==> src/rtl/input_conditioner_if.sv <==
// rtl/input_conditioner_if.sv - press-report link between input_conditioner and the game controller
//
// Signals:
//   IN       colour code of the last accepted press (conditioner -> controller)
//   IN_VALID one-cycle pulse per accepted press       (conditioner -> controller)
//   ENABLE   controller is collecting input           (controller  -> conditioner)
interface input_conditioner_if;
    logic [1:0] IN;
    logic       IN_VALID;
    logic       ENABLE;

    modport master (output IN, output IN_VALID, input ENABLE);
    modport slave  (input IN, input IN_VALID, output ENABLE);
endinterface

==> src/rtl/input_conditioner.sv <==
// rtl/input_conditioner.sv - sync, debounce and single-press encoding of four push buttons
//
// Ports:
//   CLK     system clock, rising edge
//   RST_N   synchronous active-low reset
//   BTN     raw asynchronous button levels, BTN[k] is colour k
//   BTN_DB  debounced button levels
//   CHORD   one-cycle pulse when a multi-button press is rejected
//   ctl     master side of input_conditioner_if (IN, IN_VALID out; ENABLE in)
module input_conditioner #(
    parameter int DB_CYCLES = 1000,
    parameter int CNT_W     = 10
) (
    input  logic                        CLK,
    input  logic                        RST_N,
    input  logic [3:0]                  BTN,
    output logic [3:0]                  BTN_DB,
    output logic                        CHORD,
    input_conditioner_if.master         ctl
);

    localparam logic [CNT_W-1:0] DB_LAST = CNT_W'(DB_CYCLES - 1);

    typedef enum logic {IDLE_S, HELD_S} state_t;

    state_t           state;
    logic [3:0]       sync1;
    logic [3:0]       sync2;
    logic [CNT_W-1:0] cnt [4];
    logic [1:0]       in_q;
    logic             in_valid_q;
    logic             chord_q;

    // Exactly one debounced bit set, and the index of the highest set bit.
    logic       any_set;
    logic       one_hot;
    logic [1:0] enc;

    always_comb begin
        any_set = (BTN_DB != 4'b0000);
        one_hot = any_set && ((BTN_DB & (BTN_DB - 4'd1)) == 4'b0000);
        enc     = 2'd0;
        for (int k = 0; k < 4; k++) begin
            if (BTN_DB[k]) enc = 2'(k);
        end
    end

    // Two-flop synchroniser and per-bit debounce counters.
    always_ff @(posedge CLK) begin
        if (!RST_N) begin
            sync1  <= 4'b0000;
            sync2  <= 4'b0000;
            BTN_DB <= 4'b0000;
            for (int k = 0; k < 4; k++) cnt[k] <= '0;
        end else begin
            sync1 <= BTN;
            sync2 <= sync1;
            for (int k = 0; k < 4; k++) begin
                if (sync2[k] == BTN_DB[k]) begin
                    cnt[k] <= '0;
                end else if (cnt[k] == DB_LAST) begin
                    BTN_DB[k] <= sync2[k];
                    cnt[k]    <= '0;
                end else begin
                    cnt[k] <= cnt[k] + 1'b1;
                end
            end
        end
    end

    // Press acceptance FSM; pulses default low every cycle.
    always_ff @(posedge CLK) begin
        if (!RST_N) begin
            state      <= IDLE_S;
            in_q       <= 2'd0;
            in_valid_q <= 1'b0;
            chord_q    <= 1'b0;
        end else begin
            in_valid_q <= 1'b0;
            chord_q    <= 1'b0;
            case (state)
                IDLE_S: begin
                    if (one_hot) begin
                        // A press already held when ENABLE rises is swallowed here.
                        if (ctl.ENABLE) begin
                            in_q       <= enc;
                            in_valid_q <= 1'b1;
                        end
                        state <= HELD_S;
                    end else if (any_set) begin
                        chord_q <= 1'b1;
                        state   <= HELD_S;
                    end
                end
                HELD_S: begin
                    if (!any_set) state <= IDLE_S;
                end
                default: state <= IDLE_S;
            endcase
        end
    end

    assign ctl.IN       = in_q;
    assign ctl.IN_VALID = in_valid_q;
    assign CHORD        = chord_q;

endmodule

==> src/flat_wrapper.sv <==
// flat-port wrapper written by rule: the top's interface ports become plain ports
module input_conditioner_flat 
#(
    parameter int DB_CYCLES = 1000,
    parameter int CNT_W     = 10
)
  (CLK, RST_N, BTN, BTN_DB, CHORD, ctl_IN, ctl_IN_VALID, ctl_ENABLE);
  input_conditioner_if ctl_i ();
  input  logic CLK;
  input  logic RST_N;
  input  logic [3:0] BTN;
  output logic [3:0] BTN_DB;
  output logic CHORD;
  output wire logic [$bits(ctl_i.IN)-1:0] ctl_IN;
  output wire logic [$bits(ctl_i.IN_VALID)-1:0] ctl_IN_VALID;
  input wire logic [$bits(ctl_i.ENABLE)-1:0] ctl_ENABLE;
  assign ctl_IN = ctl_i.IN;
  assign ctl_IN_VALID = ctl_i.IN_VALID;
  assign ctl_i.ENABLE = ctl_ENABLE;
  input_conditioner #(.DB_CYCLES(DB_CYCLES), .CNT_W(CNT_W)) u_core (.CLK(CLK), .RST_N(RST_N), .BTN(BTN), .BTN_DB(BTN_DB), .CHORD(CHORD), .ctl(ctl_i));
endmodule
==> config.mk <==
export PLATFORM = sky130hd
export DESIGN_NAME = input_conditioner_flat
export DESIGN_NICKNAME = d
export VERILOG_FILES = /design/src/rtl/input_conditioner_if.sv /design/src/rtl/input_conditioner.sv /design/src/flat_wrapper.sv
export SDC_FILE = /design/constraint.sdc
export NUM_CORES = 1
export LEC_CHECK = 0
export BUFFER_PORTS_ARGS = -buffer_cell sky130_fd_sc_hd__buf_2
export CORE_ASPECT_RATIO = 1.75
export CORE_UTILIZATION = 42
export CTS_BUF_LIST = sky130_fd_sc_hd__clkbuf_8
export CTS_CLUSTER_SIZE = 8
export DETAILED_ROUTE_END_ITERATION = 16
export PLACE_DENSITY = 0.64
export SKIP_CTS_REPAIR_TIMING = 1
export SLEW_MARGIN = 10
export SYNTH_ARGS = -nofsm -noshare
export SYNTH_HDL_FRONTEND = slang
export SYNTH_SLANG_ARGS = --single-unit
==> constraint.sdc <==
create_clock -name CLK -period 2.44 [get_ports CLK]
set_clock_uncertainty 0.2 [all_clocks]
set_input_delay 0.244 -clock CLK [delete_from_list [all_inputs] [get_ports CLK]]
set_output_delay 0.244 -clock CLK [all_outputs]
set_load 0.005 [all_outputs]
After elaboration in Yosys (flattened, before gate mapping)
Memory sizes are Yosys's and may differ from the RTL's.
Cells that the tools add are included.
{ "totals": {"regBits": 17, "latchBits": 0, "ram_bits": 40, "romBits": 0, "inputBits": 7, "out_inout_bits": 8, "word_cells": 118, "mem_count": 1} }
{ "op_classes": {"addsub": 5, "n_mul": 0, "n_div": 0, "magnitude_cmp": 0, "n_eq_ne": 8, "shifts": 0, "n_mux": 64, "n_bitwise": 20, "reduce_logical": 10} }
{ "memory_table": {"columns": ["memory", "words", "width", "rd", "rd_clocked_by_memory_dff", "wr", "line", "rtl"], "rows": [
  ["u_core.cnt", 4, 10, 4, 0, 4, "input_conditioner.sv:29", "logic [CNT_W-1:0] cnt [4];"]
]} }
{ "op_table": {"columns": ["operator", "n"], "rows": [
  ["$mux W10", 12],
  ["$mux W1", 49],
  ["$add A10 B1 Y10 const B", 4],
  ["$eq A10 B10 Y1 const B", 4],
  ["$or A1 B1 Y1", 12],
  ["$reduce_and A2 Y1", 4],
  ["$not A1 Y1", 7],
  ["$reduce_or A3 Y1", 2],
  ["$and A4 B4 Y4", 1],
  ["$eq A1 B1 Y1", 4],
  ["$logic_not A4 Y1", 1],
  ["$mux W2", 2],
  ["$reduce_bool A4 Y1", 1],
  ["$sub A4 B1 Y4 const B", 1],
  ["$reduce_and A3 Y1", 1],
  ["$pmux W1 S2", 1],
  ["$logic_and A1 B1 Y1", 1]
]} }

Depth between registers and ports, before layout
Gate-level depths: netlist (run 1).
An unclocked memory read counts as a cell.
{ "depth": {"ltp_word": 8, "depth_mapped": 4, "mapped_depth_nobuf": 4} }

Worst setup path after synthesis (run 1)
Ideal clock, no wire load.
{ "synth_path": {"kind": "register -> register", "start": "memory u_core.cnt[3][0]", "end": "memory u_core.cnt[3][3] (data pin)", "setup_time_ps": 272, "arrival_ps": 1238, "t_required_ps": 1968, "path_slack_ps": 730, "stages_incl_launch_ff": 5, "path_buffers": 0, "period_less_slack_ps": 1710, "path_cell_list": "edfxtp_1 > ha_1 > nand4bb_1 > o311ai_2 > nor2_1"} }
{ "synth_rtl": {"columns": ["element", "line"], "rows": [
  ["start: declaration", "input_conditioner.sv:29"]
]} }

==> results.json, run 1 <==
{
  "portBuffers": 14,
  "switching_share_pct": 23.2,
  "synth_top_area_share_pct": 40.3,
  "ys.warnings.count": 0,
  "p_sw_uw": 450,
  "min_path_type": "in -> reg",
  "relSlewSlack_pct": 62.1,
  "p_leak_uw": 0.00128,
  "cts_root_buf": "clkbuf_8",
  "via_per_inst": 5.30,
  "power.density_mw_per_mm2": 563,
  "r2r.worst_path.cells": 4,
  "critPathSlowestCell": "o311ai_2",
  "dr.first_iter.drc_count": 147,
  "grtUsageMet2_pct": 27.7,
  "power_frac_seq_pct": 57.2,
  "ant_nets": 0,
  "grt_max_degree": 19,
  "dpl.hpwl_um": 4070,
  "fmax_mhz": 510,
  "area_delta_synth_final_pct": 15.2,
  "clk_latency_ps": 340,
  "die_height_um": 114,
  "pin_count": 15,
  "via_count": 2262,
  "numCtsBuffers": 9,
  "power_frac_clock_pct": 37.8,
  "syn_area_sq_mm": 0.00298,
  "critPathLaunchType": "register",
  "final_layout_size_suffix_gt1_share_pct": 8.75,
  "outcome": "finished clean",
  "drtPass1Iterations": 4,
  "synth_most_common_cell": "edfxtp_1",
  "tns_ps": 0,
  "grt_busiest_layer": "met2",
  "endpoint_kind": "register",
  "synth_edf_count": 40,
  "die_width_um": 65.7,
  "tightest_slew_ps": 567,
  "hold_depth": 2,
  "yosys-top-cells-count": "edfxtp_1, nor2_1, a21oi_1, dfxtp_1, nand2_1",
  "globalRouteMet3Util_pct": 4.30,
  "fin_crit_ps": 1960,
  "cts_num_sinks": 57,
  "crit_fanout": 5,
  "crit_arrival_ps": 1840,
  "gp_congestion": 0.820,
  "diodes": 0,
  "htree_num_levels": 3,
  "routedWlPerCell_um": 13.2,
  "fin_total_pwr_uw": 1940,
  "drt-total-wl_um": 5630,
  "ys_seq_area_share_pct": 51.7,
  "antenna_found_initial": 0,
  "criticalPathCategory": "reg -> reg",
  "cp.required_ps": 2320,
  "synth_area_leaders": "edfxtp_1, dfxtp_1, xnor2_1, and2_1, a21oi_1",
  "p_int_uw": 1490,
  "async_reset_ff_share_pct": 0,
  "finalCritPeriodShare_pct": 80.4,
  "maxCapViolations": 0,
  "postSynthCellCount": 278,
  "ys_ff_latch": 57,
  "num-nets-final": 349,
  "path_cells": "ha_1 -> nand4bb_1 -> o311ai_2 -> nor2_1",
  "clock_path_buffers": 2,
  "cp.depth": 4,
  "setup_violations": 0,
  "ir_drop_mv": 0.420,
  "cts_tree": "built",
  "cpLargestDelayFamily": "compound AO/OA/AOI/OAI gates",
  "grt_pass1_wl_um": 9560,
  "dieArea_sq_mm": 0.00746,
  "clk_pin_slew_worst_paths_ps": 70,
  "slew_violations": 0,
  "grt_usage_pct": 17.2,
  "yosysTopAreaCell": "edfxtp_1",
  "p_comb_share_pct": 5.0,
  "grt_pass1_vias": 2165,
  "gr-total-overflow": 0,
  "grt_setup_unrepaired": "false",
  "crit_path_max_incr_delay_ps": 540,
  "fp.coreArea_sq_mm": 0.00686,
  "synth.distinct_cells": 38,
  "finalHoldViolations": 0,
  "synth_top_flop_cell": "edfxtp_1",
  "drc": 0,
  "row_count": 40,
  "synth_area_per_cell_sq_um": 10.7,
  "start_util_pct": 43.5,
  "critPathBufInv": 0,
  "grtUsageMet1_pct": 18.7
}
## final cells by class
cell class	count	area (sq um)
Clock buffer	10	138
Clock inverter	6	23.8
Fill cell	629	3420
Inverter	14	52.6
Multi-Input combinational cell	237	1460
Sequential cell	57	1540
Tap cell	84	105
Timing Repair Buffer	19	120
## final timing paths
| kind | slack [ps] | start | endpoint |
|---|---|---|---|
| worst min register to register | 230 | u_core.sync1[2] | u_core.sync2[2] |
| worst min-delay path | 130 | RST_N | u_core.state |
| worst max-delay path | 480 | u_core.cnt[1][0] | u_core.cnt[1][3] |
| worst max register to register | 480 | u_core.cnt[1][0] | u_core.cnt[1][3] |
## sequential cells by signal, indices dropped and copies added (netlist names)
register,cells
u_core.state,1
u_core.BTN_DB,4
u_core.ctl.IN_VALID,1
u_core.CHORD,1
u_core.ctl.IN,2
u_core.sync1,4
u_core.sync2,4
u_core.cnt,40
## power groups by stage
| stage | sequential, uW | clock [uW] | combinational [uW] |
|---|---|---|---|
| after floorplan | 1120 | 0 | 73.2 |
| after global placement | 1130 | 0 | 87.4 |
| after detailed placement | 1130 | 0 | 89.2 |
| after CTS | 1110 | 756 | 89.8 |
| after global routing | 1110 | 798 | 112 |
| final | 1110 | 732 | 96.7 |
## routing by layer
metal / routed length (um) / part of all wire, %
met5: 0 / 0
met4: 256 / 4.5
met3: 157 / 2.8
met2: 2860 / 51
met1: 2350 / 42
## cells by family after synthesis
family | Yosys count | share of synthesized area [%]
AOI/OAI and AO/OA | 67 | 16.1
xor gates and xnor gates | 20 | 5.87
adders and majority gates | 5 | 2.01
buffers and inverters | 23 | 4.40
DFF | 57 | 51.7
other | 1 | 0.126
and+or+nand+nor | 105 | 19.9
## cells in the final DEF (no fill, tap or decap), types with 3 or more instances in the layout
| master | n |
|---|---|
| edfxtp_1 | 40 |
| a311oi_1 | 6 |
| a21oi_1 | 17 |
| clkbuf_8 | 10 |
| or4_1 | 3 |
| xor2_1 | 9 |
| buf_2 | 14 |
| conb_1 | 40 |
| and2_1 | 14 |
| nand3_1 | 14 |
| or3_1 | 11 |
| nand4_1 | 10 |
| o31ai_1 | 6 |
| dlygate4sd3_1 | 5 |
| and4_1 | 3 |
| nand2_1 | 15 |
| nor4bb_1 | 3 |
| a31oi_1 | 9 |
| dfxtp_1 | 17 |
| a32o_1 | 3 |
| o311ai_2 | 4 |
| inv_1 | 19 |
| nor2_1 | 22 |
| ha_1 | 4 |
| and3_1 | 3 |
| xnor2_1 | 11 |
| nand4bb_1 | 4 |
| o21ai_0 | 12 |
| o211ai_1 | 3 |
## worst register-to-register path, stage by stage (launching register included)
cell       delay (ps)
edfxtp_1          390
ha_1              260
nand4bb_1         230
o311ai_2          540
nor2_1            100
## metrics by stage
step	util, %	setup WS (ps)	std cells	instance area (sq um)	hold WS (ps)
finish	50.1	479	427	3440	126
global route	50.1	339	427	3440	137
CTS	49.4	470	422	3390	-114
detailed placement	47.1	481	406	3230	219
global placement	47.1	495	406	3230	214
floorplan	-	730	317	3130	171
Power figures use the tool's default switching activity.
==> inputs of run 2 (changes only) <==
--- a/config.mk
+++ b/config.mk
@@ -5,13 +5,14 @@
 export SDC_FILE = /design/constraint.sdc
 export NUM_CORES = 1
 export LEC_CHECK = 0
+export ABC_AREA = 1
 export BUFFER_PORTS_ARGS = -buffer_cell sky130_fd_sc_hd__buf_2
 export CORE_ASPECT_RATIO = 1.75
 export CORE_UTILIZATION = 42
 export CTS_BUF_LIST = sky130_fd_sc_hd__clkbuf_8
 export CTS_CLUSTER_SIZE = 8
 export DETAILED_ROUTE_END_ITERATION = 16
-export PLACE_DENSITY = 0.64
+export PLACE_DENSITY = 0.67
 export SKIP_CTS_REPAIR_TIMING = 1
 export SLEW_MARGIN = 10
 export SYNTH_ARGS = -nofsm -noshare
==> constraint.sdc (replaced) <==
create_clock -name CLK -period 1.8 [get_ports CLK]
set_clock_uncertainty 0.2 [all_clocks]
set_input_delay 0.18 -clock CLK [delete_from_list [all_inputs] [get_ports CLK]]
set_output_delay 0.18 -clock CLK [all_outputs]
set_load 0.005 [all_outputs]
==> run 2 against run 1 <==
Against the previous run: sequential share of layout area down 0.45 points; hold slack better by 83 ps; worst setup slack worse by 340 ps; first-iteration DRC count down 11%.
==> results.json, run 2 <==
{
  "final_cell_mix": "nand2_1, nor2_1, inv_1, edfxtp_1, conb_1",
  "setup_violations": 0,
  "final_layout_size_suffix_gt1_share_pct": 11.7,
  "synth.distinct_cells": 28,
  "criticalPathCategory": "reg -> reg",
  "outcome": "finished clean",
  "drt-total-wl_um": 4900,
  "ant_nets": 0,
  "htree_num_levels": 3,
  "synth_top_family_by_area": "simple AND/OR/NAND/NOR gates",
  "yosysTopAreaCell": "edfxtp_1",
  "synth_most_common_cell": "nand2_1",
  "postSynthCellCount": 344,
  "fmax_mhz": 603,
  "clk_pin_slew_worst_paths_ps": 60,
  "ys_seq_area_share_pct": 54.3,
  "critPathSlowestCell": "edfxtp_1",
  "synth_top_area_share_pct": 42.3,
  "synth_fa_ha_area_share_pct": 1.76,
  "endpoint_kind": "register",
  "cts_num_sinks": 57,
  "cp.required_ps": 1680,
  "syn_area_sq_mm": 0.00284,
  "top_layer": "met4",
  "portBuffers": 14,
  "synth-compound-area-share_pct": 4.28,
  "ir_drop_mv": 0.420,
  "via_per_inst": 4.51,
  "finalCritPeriodShare_pct": 92.1,
  "drc": 0,
  "critPathLaunchType": "register",
  "cts_tree": "built",
  "grt_setup_unrepaired": "false",
  "dr.first_iter.drc_count": 131,
  "die_height_um": 111,
  "via_count": 2266,
  "route.met2.wl_um": 2530,
  "cts_root_buf": "clkbuf_8",
  "layout_commonest_cell": "nand2_1",
  "clk_latency_ps": 330,
  "grt_pass1_wl_um": 8660,
  "dieArea_sq_mm": 0.00711,
  "diodes": 0,
  "finalHoldViolations": 0,
  "synth-xor-area-share_pct": 2.16,
  "synth_area_per_cell_sq_um": 8.25,
  "power.density_mw_per_mm2": 842,
  "fp.coreArea_sq_mm": 0.00654,
  "tns_ps": 0,
  "ys.warnings.count": 0,
  "p_leak_uw": 0.00160,
  "area_delta_synth_final_pct": 22.3,
  "wl_met3_um": 152,
  "grt_pass1_vias": 2147,
  "final_cells": 502,
  "largest_reg_flops": 40,
  "crit_fanout": 5,
  "die_width_um": 64.2,
  "wl_met1_um": 2110,
  "antenna_found_initial": 0,
  "synthMuxAreaShare_pct": 0,
  "hold_ws_ps": 208,
  "grt_max_degree": 15,
  "dp_cells": 479,
  "min_path_type": "reg -> reg",
  "grt_usage_pct": 15.7,
  "gr-total-overflow": 0,
  "placed_cell_area_sq_mm": 0.00316,
  "final.fill_count": 657,
  "synth_edf_count": 40,
  "crit_arrival_ps": 1540,
  "fin_crit_ps": 1660,
  "path_cells": "ha_1 -> nand2_1 -> nor2_1 -> or2_2 -> nand2_1 -> nor2_1",
  "maxCapViolations": 0,
  "crit_path_max_incr_delay_ps": 440,
  "synth_top_flop_cell": "edfxtp_1",
  "numCtsBuffers": 9,
  "slew_violations": 0,
  "final_cell_area_sq_mm": 0.00347,
  "routedWlPerCell_um": 9.76,
  "row_count": 39,
  "pin_count": 15,
  "start_util_pct": 43.4,
  "yosys-top-cells-count": "nand2_1, nor2_1, inv_1",
  "regMostFlops": "u_core.cnt",
  "clock_path_buffers": 2,
  "gp_congestion": 0.779,
  "drtPass1Iterations": 4,
  "synth-simple-area-share_pct": 30.2,
  "num-nets-final": 426,
  "ys_ff_latch": 57,
  "dpl.hpwl_um": 3590,
  "async_reset_ff_share_pct": 0,
  "synth_area_leaders": "edfxtp_1, dfxtp_1, nand2_1, nor2_1, inv_1"
}
## run 2: report_power, final
part	switching (uW)	leakage [uW]	internal (uW)
Clock	486	0.000120	824
Combinational	76.5	0.000930	49.0
Sequential	38.5	0.000551	1450
## run 2: worst max-delay path: cells and delay by family (launching register included)
family	cells	cell delay (ps)
adder cells (fa/ha/maj)	1	220
flip-flops	1	440
AND/OR/NAND/NOR	5	550
## run 2: worst paths after layout
check / startpoint / to / slack, ps / cells past startpoint
setup / recovery: u_core.cnt[0][1] / u_core.cnt[0][4] / 140 / 6
hold / removal: u_core.sync1[1] / u_core.sync2[1] / 210 / 2
setup reg to reg: u_core.cnt[0][1] / u_core.cnt[0][4] / 140 / 6
hold reg to reg: u_core.sync1[1] / u_core.sync2[1] / 210 / 2
## run 2: cells by family (layout without fill, tap and decap cells)
kind of cell | after synthesis | count (layout)
AND/OR/NAND/NOR | 200 | 200
buffers and inverters | 53 | 90
adder cells (fa/ha/maj) | 4 | 4
XOR/XNOR | 7 | 7
AO/OA/AOI/OAI | 22 | 22
other | 1 | 40
flip-flops | 57 | 57
## run 2: area by class of cell
class,instances,area (sq um),area share (%)
sequential,57,1540,44.4
clock buffer,14,193,5.55
multi-input combinational,273,1260,36.2
tap,82,103,2.95
inverter,51,191,5.51
timing repair buffer,23,155,4.47
clock inverter,2,33.8,0.973
## run 2: metal layers
metal	vias up	GRT usage [%]
met3	8	4.32
met1	1016	16.7
li1	1210	-
met2	32	27.0
met4	0	9.04
met5	-	0
## run 2: through the flow
| step | utilization [%] | setup WS, ps | power [uW] |
|---|---|---|---|
| 6_report | 53.1 | 142 | 2920 |
| 5_1_grt | 53.1 | 0.551 | 3040 |
| 4_1_cts | 51.8 | 47.2 | 2940 |
| 3_5_place_dp | 48.4 | 62.3 | 1630 |
| 3_3_place_gp | 48.4 | 125 | 1620 |
| 2_1_floorplan | - | 155 | 1590 |
==> inputs of run 3 (changes only) <==
--- a/config.mk
+++ b/config.mk
@@ -5,14 +5,13 @@
 export SDC_FILE = /design/constraint.sdc
 export NUM_CORES = 1
 export LEC_CHECK = 0
-export ABC_AREA = 1
 export BUFFER_PORTS_ARGS = -buffer_cell sky130_fd_sc_hd__buf_2
 export CORE_ASPECT_RATIO = 1.75
 export CORE_UTILIZATION = 42
 export CTS_BUF_LIST = sky130_fd_sc_hd__clkbuf_8
 export CTS_CLUSTER_SIZE = 8
 export DETAILED_ROUTE_END_ITERATION = 16
-export PLACE_DENSITY = 0.67
+export PLACE_DENSITY = 0.66
 export SKIP_CTS_REPAIR_TIMING = 1
 export SLEW_MARGIN = 10
 export SYNTH_ARGS = -nofsm -noshare
==> run 3 against run 2 <==
Against the previous run: largest power group unchanged; hold slack lost 140 ps; register-to-register slack worse by 90 ps; fmax is 5.3% lower; clock power down 19%; sequential share of layout area decreased by 3.3 points; largest cell class is now multi-input combinational cells; combinational power up 37%; cell area up 8.0%.
==> results.json, run 3 (synthesis gave the netlist of run 1 again) <==
{
  "grt_pass1_vias": 2283,
  "critPathLaunchType": "register",
  "power_frac_clock_pct": 38.9,
  "finalHoldViolations": 0,
  "p_comb_share_pct": 6.3,
  "via_count": 2347,
  "dieArea_sq_mm": 0.00746,
  "crit_fanout": 5,
  "ir_drop_mv": 0.558,
  "final_layout_size_suffix_gt1_share_pct": 19.1,
  "cp.required_ps": 1770,
  "slew_violations": 0,
  "switching_share_pct": 23.7,
  "fin_ws_ps": 49.2,
  "hold_depth": 2,
  "numCtsBuffers": 9,
  "fin_crit_ps": 1750,
  "r2r_slack_ps": 50,
  "dr.first_iter.drc_count": 112,
  "cts_root_buf": "clkbuf_8",
  "gp_congestion": 0.785,
  "die_width_um": 65.7,
  "drtPass1Iterations": 4,
  "maxCapViolations": 0,
  "multiInputGateArea_sq_mm": 0.00154,
  "r2r.worst_path.cells": 4,
  "finalCritPeriodShare_pct": 97.3,
  "clock_path_buffers": 2,
  "antenna_found_initial": 0,
  "drc": 0,
  "power_frac_seq_pct": 54.8,
  "gr-total-overflow": 0,
  "cts_num_sinks": 57,
  "diodes": 0,
  "clk_latency_ps": 340,
  "drt-total-wl_um": 5960,
  "power.density_mw_per_mm2": 729,
  "portBuffers": 14,
  "final.fill_count": 613,
  "endpoint_kind": "register",
  "critPathLaunch": "u_core.cnt[0][1]",
  "num-nets-final": 377,
  "clk_pin_slew_worst_paths_ps": 60,
  "hold_start": "RST_N",
  "largest_reg_flops": 40,
  "p_leak_uw": 0.00142,
  "grt_usage_pct": 17.6,
  "grt_max_degree": 19,
  "fin_total_pwr_uw": 2740,
  "min_path_type": "in -> reg",
  "dpl.hpwl_um": 4250,
  "via_per_inst": 5.16,
  "setup_violations": 0,
  "cts_tree": "built",
  "p_int_uw": 2090,
  "timing.rr.start": "u_core.cnt[0][1]",
  "start_util_pct": 43.5,
  "grt_pass1_wl_um": 9670,
  "die_height_um": 114,
  "pin_count": 15,
  "crit_arrival_ps": 1720,
  "row_count": 40,
  "regMostFlops": "u_core.cnt",
  "criticalPathCategory": "reg -> reg",
  "seq_area_sq_mm": 0.00154,
  "fp.coreArea_sq_mm": 0.00686,
  "ant_nets": 0,
  "final_cell_mix": "edfxtp_1, conb_1, buf_4, nor2_1",
  "routedWlPerCell_um": 13.1,
  "fmax_mhz": 571,
  "outcome": "finished clean",
  "area_delta_synth_final_pct": 25.7,
  "post-place-ws_ps": 25.4,
  "htree_num_levels": 3,
  "p_sw_uw": 649
}
-- run 3: cell types whose count changed in the layout (fill, tap and decap cells not counted), sizes merged, moves of 7 or more --
cell | previous run | this run
buf | 16 | 42
nand2 | 86 | 15
and2 | 0 | 14
a31oi | 1 | 9
o21ai | 5 | 12
inv | 52 | 16
xnor2 | 2 | 11
nor3 | 12 | 0
nor2 | 72 | 22
or3 | 0 | 12
-- run 3: cell type report --
cell class / instances / share of cell area (%)
Multi-Input combinational cell: 237 / 41.2
Clock inverter: 5 / 0.600
Tap cell: 84 / 2.80
Timing Repair Buffer: 47 / 8.91
Sequential cell: 57 / 41.1
Clock buffer: 11 / 4.04
Inverter: 14 / 1.40
-- run 3: worst paths after layout --
kind | to
worst min register to register | u_core.sync2[3]
worst min-delay path | u_core.state
worst max-delay path | u_core.cnt[0][7]
worst max register to register | u_core.cnt[0][7]
-- run 3: critical path, stage by stage, from the launching register on --
cell      delay (ps)
edfxtp_1         410
ha_2             240
nor4bb_2         190
a32o_1           260
a311oi_1         260
-- run 3: routing by layer --
metal  wire length [um]  share of wire [%]  GRT usage, %  up-vias
met1               2450                 41          17.8     1102
li1                   -                  -             -     1201
met5                  0                  0             0        -
met2               3110                 52          29.9       29
met4                229                3.8          12.6        0
met3                160                2.7          4.80       15
-- run 3: power groups by stage --
stage / Sequential (uW) / Combinational, uW / Clock (uW)
2_1_floorplan: 1510 / 99.3 / 0
3_3_place_gp: 1520 / 149 / 0
3_5_place_dp: 1520 / 151 / 0
4_1_cts: 1490 / 153 / 1110
5_1_grt: 1500 / 195 / 1150
6_report: 1500 / 173 / 1060
-- run 3: stage by stage --
step / utilization (%) / instances / setup TNS (ps) / cell area, sq um / hold slack [ps]
6_report: 54.7 / 455 / 0 / 3750 / 68.1
5_1_grt: 54.7 / 455 / -13.0 / 3750 / 84.1
4_1_cts: 52.6 / 449 / 0 / 3600 / -186
3_5_place_dp: 50.0 / 433 / 0 / 3430 / 189
3_3_place_gp: 50.0 / 433 / 0 / 3430 / 187
2_1_floorplan: - / 317 / 0 / 3130 / 107
